`src/rtl/multi_channel_peak_tracker.sv`:
```
// Multi-channel peak tracker: per-channel max/time capture and
// first threshold crossing over a fixed acquisition window.
module multi_channel_peak_tracker #(
    parameter  int DATA_W  = 10,
    parameter  int NUM_CH  = 4,
    parameter  int WIN_LEN = 1024,
    parameter  int CNT_W   = 16,
    localparam int CH_W    = $clog2(NUM_CH)
) (
    input  logic                      clk,
    input  logic                      reset,
    input  logic                      start,
    input  logic                      sample_valid,
    input  logic [CH_W-1:0]           sample_ch,
    input  logic [DATA_W-1:0]         sample_data,
    input  logic [DATA_W-1:0]         threshold,
    input  logic                      report_ready,
    output logic                      busy,
    output logic                      report_valid,
    output logic [NUM_CH*DATA_W-1:0]  peak_values,
    output logic [NUM_CH*CNT_W-1:0]   peak_times,
    output logic [CH_W-1:0]           first_ch,
    output logic                      first_hit,
    output logic [CNT_W-1:0]          first_time
);

    localparam int WIN_W = $clog2(WIN_LEN);
    localparam logic [WIN_W-1:0] WIN_LAST = WIN_W'(WIN_LEN - 1);
    localparam logic [CH_W-1:0]  CH_LAST  = CH_W'(NUM_CH - 1);

    typedef enum logic [1:0] {
        IDLE,
        ACQUIRE,
        REPORT
    } state_t;

    state_t state;
    state_t state_next;

    logic [DATA_W-1:0] peak  [NUM_CH];
    logic [CNT_W-1:0]  ptime [NUM_CH];
    logic [DATA_W-1:0] thr;
    logic [CNT_W-1:0]  frame;
    logic [WIN_W-1:0]  win_cnt;

    logic accept_start;
    logic ch_ok;
    logic take;
    logic frame_end;
    logic win_done;

    assign accept_start = (state == IDLE) && start;
    assign ch_ok        = int'(sample_ch) < NUM_CH;
    assign take         = (state == ACQUIRE) && sample_valid && ch_ok;
    assign frame_end    = take && (sample_ch == CH_LAST);
    assign win_done     = frame_end && (win_cnt == WIN_LAST);

    assign busy         = (state != IDLE);
    assign report_valid = (state == REPORT);

    // State register
    always_ff @(posedge clk) begin
        if (reset) begin
            state <= IDLE;
        end else begin
            state <= state_next;
        end
    end

    // Next-state logic
    always_comb begin
        state_next = state;
        case (state)
            IDLE:    if (start) state_next = ACQUIRE;
            ACQUIRE: if (win_done) state_next = REPORT;
            REPORT:  if (report_ready) state_next = IDLE;
            default: state_next = IDLE;
        endcase
    end

    // Peak, timestamp, first-crossing and frame tracking
    always_ff @(posedge clk) begin
        if (reset || accept_start) begin
            for (int k = 0; k < NUM_CH; k++) begin
                peak[k]  <= '0;
                ptime[k] <= '0;
            end
            thr        <= reset ? '0 : threshold;
            frame      <= '0;
            win_cnt    <= '0;
            first_hit  <= 1'b0;
            first_ch   <= '0;
            first_time <= '0;
        end else if (take) begin
            for (int k = 0; k < NUM_CH; k++) begin
                if (sample_ch == CH_W'(k) && sample_data > peak[k]) begin
                    peak[k]  <= sample_data;
                    ptime[k] <= frame;
                end
            end
            if (!first_hit && sample_data >= thr) begin
                first_hit  <= 1'b1;
                first_ch   <= sample_ch;
                first_time <= frame;
            end
            if (frame_end) begin
                frame   <= frame + CNT_W'(1);
                win_cnt <= win_cnt + WIN_W'(1);
            end
        end
    end

    // Flatten per-channel state onto the report buses
    always_comb begin
        peak_values = '0;
        peak_times  = '0;
        for (int k = 0; k < NUM_CH; k++) begin
            peak_values[k*DATA_W +: DATA_W] = peak[k];
            peak_times[k*CNT_W +: CNT_W]    = ptime[k];
        end
    end

endmodule

```
`config.mk`:
```
export PLATFORM = sky130hd
export DESIGN_NAME = multi_channel_peak_tracker
export DESIGN_NICKNAME = d
export VERILOG_FILES = /design/src/rtl/multi_channel_peak_tracker.sv
export SDC_FILE = /design/constraint.sdc
export NUM_CORES = 1
export LEC_CHECK = 0
export BUFFER_PORTS_ARGS = -buffer_cell sky130_fd_sc_hd__buf_2
export CAP_MARGIN = 25
export CORE_MARGIN = 2
export CORE_UTILIZATION = 40
export DETAILED_ROUTE_END_ITERATION = 10
export GPL_ROUTABILITY_DRIVEN = 0
export HOLD_SLACK_MARGIN = 0.15
export PLACE_DENSITY_LB_ADDON = 0.05
export SYNTH_ARGS = -nofsm -noshare
export SYNTH_HDL_FRONTEND = slang
export SYNTH_SLANG_ARGS = --single-unit
```
`constraint.sdc`:
```
create_clock -name clk -period 3 [get_ports clk]
set_input_delay 0 -clock clk [delete_from_list [all_inputs] [get_ports clk]]
set_output_delay 0 -clock clk [all_outputs]
set_load 0.1 [all_outputs]
```
---- Yosys cells after proc, flatten, opt, wreduce, memory -nomap -nowiden ----
Memories as Yosys holds them, arrays and structs flattened.
Cells that the tools add are included.
word-level totals
  bits in read-only memories .............. 0
  word-level logic and storage cells ...... 80
  flip-flop bits (word level) ............. 57
  bits in writable memories ............... 104
  memories kept ........................... 2
  output and inout port bits .............. 125
  input port bits ......................... 27
  latch bits .............................. 0
cells by class
  shift operators ......................... 0
  multiply operators ...................... 0
  $add $sub $neg .......................... 2
  mux-type cells .......................... 30
  bitwise logic cells ..................... 8
  magnitude comparators ................... 5
  divide/modulo/power cells ............... 0
  eq/ne operators ......................... 9
  reduce and logical (&&, ||, !) cells .... 17
memory list
  memory  words  width  rd ports  clocked after memory_dff  wr ports  line  RTL
  ptime   4      16     4         0                         4         41    logic [CNT_W-1:0] ptime [NUM_CH];
  peak    4      10     4         0                         4         40    logic [DATA_W-1:0] peak [NUM_CH];
operators with widths
  operator               number
  $mux 16                4
  $gt 10x10->1           4
  $mux 10                4
  $mux 1                 18
  $add 16x1->16 const B  1
  $add 10x1->10 const B  1
  $eq 10x10->1 const B   1
  $ge 10x10->1           1
  $logic_and 1x1->1      9
  $or 1x1->1             8
  $eq 2x2->1 const B     3
  $mux 2                 3
  $ne 2x2->1 const B     3
  $pmux 2 s3             1
  $eq 2x1->1 const B     2
  $logic_not 2->1        2
  $reduce_and 2->1       2
  $reduce_and 3->1       1
  $reduce_bool 2->1      1
  $logic_not 1->1        1
  $logic_or 1x1->1       1

---- Longest topological paths before layout ----
An unclocked memory read counts as a cell.
  depth in word-level cells ............... 8
  mapped depth ............................ 8
  gate-level depth less buffers ........... 7

---- Worst setup path after synthesis ----
OpenSTA, ideal clock, no wires.
  path kind ............................... reg2reg
  start ................................... memory peak[3][9]
  end ..................................... memory peak[3][0] (enable)
  clock period less this slack ............ 3.306 ns
  path buffers ............................ 0
  library setup time ...................... 0.387 ns
  arrival ................................. 2.919 ns
  setup slack ............................. -0.306 ns
  data required time ...................... 2.613 ns
  stages on the path, launching flop included .. 8
  cell sequence ........................... edfxtp_1 > inv_1 > ha_1 > nand2_1 > o21a_1 > a32o_1 > a211oi_4 > nand2b_1
RTL lines
  element             line
  start: declaration  40

---- Worst setup path in the final report ----
  start ................................... register state[1]
  end ..................................... register first_ch[0]
on the way
  cells in the longest elaborated chain, start to end .. 3
  elaborated cells on any way between the ends .. 6
  those cells by class .................... eq/ne (1); reduce/logical (5)
ends and longest elaborated chain
  element                                                                line    RTL
  start: declaration                                                     37      state_t state;
  start signal: assignment                                               66      state <= state_next;
  $eq 2x1->1 or $logic_not 2->1 (tied branches)                          54, 52
  $logic_and 1x1->1 (on tied branches)                                   54, 52
  $reduce_and 2->1 (no source line) or $logic_or 1x1->1 (tied branches)  --
  end signal: assignment                                                 103     first_ch <= sample_ch;
  end: declaration                                                       22      output logic [CH_W-1:0] first_ch,
Parallel ways exist; a longest one is shown, timed or not.
A chain may end at the register's enable or synchronous reset.

==> summary.md <==
| Metric | Value |
|---|---|
| Setup TNS | `0 ns` |
| CP Buf/Inv Count | `2` |
| Max-Cap Viols | `0` |
| Fin crit period | `2.59 ns` |
| Die area | `0.0201 mm^2` |
| Max Buffers Root-to-Sink | `2` |
| Fin area | `0.00958 mm^2` |
| First-pass GRT wire length | `29800 um` |
| Initial Utilization | `0.408` |
| DRC Markers | `0` |
| Fillers | `1724` |
| Critical path launch point type | `flop` |
| DRT Pass-1 Iters | `5` |
| Clk_skew | `0.0231 ns` |
| GR Overflow Total | `0` |
| CTS clock-pin slew for the worst setup and hold paths | `0.06 ns` |
| FP Rows | `50` |
| Final Max Slew Viols | `0` |
| CP top delay family | `buffers and inverters` |
| Asr flop ratio synth | `0` |
| Crit-path max FO | `23` |
| YS warnings | `0` |
| Crit end category | `flop` |
| Post-Route WL | `19300 um` |
| Starting DRT DRC Count | `301` |
| Period utilisation layout | `0.865` |
| DP Wirelength | `13300 um` |
| Most used cell, CP | `dlygate4sd3_1` |
| Critical path's slowest cell | `a21oi_4` |
| Post-synthesis instance total | `662` |
| # IOs | `152` |
| ANT nets after route | `0` |
| Slew margin rel. | `0.529` |
| CTS Hold Buffers Added | `40` |
| DR WL/cell | `17.6 um` |
| Slew @ Worst Pin | `0.705 ns` |
| Sink Count | `161` |
| Synth top cells by count | `edfxtp_1, and3_1, nand2_1` |
| Synth Area per Inst | `11.5 um^2` |
| Num CTS Buffers | `17` |
| CP arrival | `2.96 ns` |
| CP max stage delay | `0.59 ns` |
| Clock root buffer | `clkbuf_16` |
| TritonCTS clock tree | `built` |
| CP Class | `flop to flop` |
| Final hold viol count | `0` |
| Synth Net Count | `741` |
| GR Util All Layers | `0.195` |
| Resized cells post-CTS | `0` |
| HP Class | `primary input to flop` |
| Register area share after synthesis | `0.574` |
| Vias per inst | `5.10` |
| Final Setup Violations | `0` |
| Syn-to-layout area delta | `26.1%` |
| Final net count | `927` |
| Most instantiated library cell after synthesis | `edfxtp_1` |
| Largest net degree at the start of global routing | `75` |
| PwrDens | `601 mW/mm^2` |
| Synth area leader | `edfxtp_1` |
| Post-CTS setup repair buffer count | `0` |
| Max Clk Rate | `385 MHz` |
| H-tree Lvls | `4` |
| Die height | `142 um` |
| RSZ-0062 raised after global routing | `false` |
| Number of global-route vias before repair | `5460` |
| Status | `finished clean` |
| Synthesized cell area | `0.00760 mm^2` |
| EDFF count, synth | `114` |
| DP Area | `0.00858 mm^2` |
| Peak supply drop | `0.446 mV` |
| R2r setup slk | `0.41 ns` |
| Layout cells sized above 1 | `0.239` |
| Die X | `142 um` |
| Vias | `5592` |
| Ys flop type | `edfxtp_1` |
| Hold Slack | `0.186 ns` |
| Core region area | `0.0186 mm^2` |
| PortBufs | `151` |
| Skew-Pair Late Insertion Delay | `0.44 ns` |
| Post-synth top area share | `0.451` |
| Count of cell types in the netlist | `47` |
| Top post-synthesis cells by area | `edfxtp_1, dfxtp_1, and3_1` |
| #FFs+latches synth | `161` |
| Initial antenna violation count | `0` |
| CP Cell Sequence | `nor2_1 > a21oi_4 > nand2_1 > dlygate4sd3_1 > mux2i_1 > dlygate4sd3_1` |
| CP required | `3.37 ns` |
| Lkg Pwr | `4.57 nW` |
layout by cell type (no fill, tap or decap), types with 9 or more instances in the layout:
cell and count:
dlygate4sd3_1 40, inv_1 57, clkbuf_16 19, nor2b_1 15, buf_2 151, nand4_1 13, xnor2_1 12, and3_1 108
buf_4 9, dfxtp_1 47, edfxtp_1 114, o21ai_0 10, ha_1 52, nand2_1 61, a21oi_1 22, nor2_1 28
mux2i_1 19, nor3_1 9
area by class of cell:
type / instances / area, um^2 / area share
antenna: 1 / 2.50 / 0.000261
multi-input combinational: 409 / 2860 / 0.299
timing repair buffer: 201 / 1240 / 0.130
sequential: 161 / 4360 / 0.456
clock buffer: 22 / 507 / 0.0529
inverter: 58 / 218 / 0.0227
clock inverter: 10 / 86.3 / 0.00901
tap: 234 / 293 / 0.0306
flip-flops by register name, indices dropped and copies added (netlist names):
signal and count:
ptime 64, peak 40, first_hit 1, state 2, first_ch 2, thr 10
win_cnt 10, first_time 16, frame 16
metrics by stage:
step,util,cells,power (mW),worst slack [ns]
after detailed placement,0.460,1023,3.62,0.653
after floorplan,-,662,3.41,0.0743
after CTS,0.514,1095,5.80,0.512
after global placement,0.460,1023,3.60,0.733
final,0.514,1096,5.76,0.406
after global routing,0.514,1095,5.95,0.250
final timing paths:
check / cells after the start / endpoint / startpoint
max: 6 / first_ch[0]$_SDFFE_PP0P_ / state[1]$_SDFFE_PP0P_
max reg2reg: 6 / first_ch[0]$_SDFFE_PP0P_ / state[1]$_SDFFE_PP0P_
min: 3 / first_hit$_SDFFE_PP0P_ / reset
min reg2reg: 2 / first_time[15]$_SDFFE_PP0P_ / first_time[15]$_SDFFE_PP0P_
routing by layer:
metal / part of all wire / vias up / GRT usage
met5: 0 / - / 0
met4: 0.0071 / 0 / 0.0574
met3: 0.053 / 11 / 0.0445
met2: 0.46 / 146 / 0.305
met1: 0.48 / 2708 / 0.272
li1: - / 2727 / -
tightest hold or removal path, stage by stage:
cell and delay (ns):
buf_2 0.24, a21oi_4 0.18, o21a_1 0.15
cell families (layout without fill, tap and decap cells):
logic type / after synthesis / count (layout) / synth area share
multiplexers: 19 / 19 / 0.0250
flip-flops: 161 / 161 / 0.574
AO/OA/AOI/OAI: 58 / 58 / 0.0555
XOR/XNOR: 20 / 20 / 0.0231
other: 0 / 1 / 0
adder cells (fa/ha/maj): 52 / 52 / 0.0856
AND/OR/NAND/NOR: 260 / 260 / 0.184
buffers and inverters: 92 / 291 / 0.0520
power breakdown:
group	switching [mW]	total (mW)	internal, mW	leakage [nW]
registers	0.0382	2.51	2.48	1.62
logic	0.880	1.09	0.207	2.66
clock network	0.934	2.16	1.22	0.295
total	1.85	5.76	3.91	4.57
(Power assumes the default switching activity.)
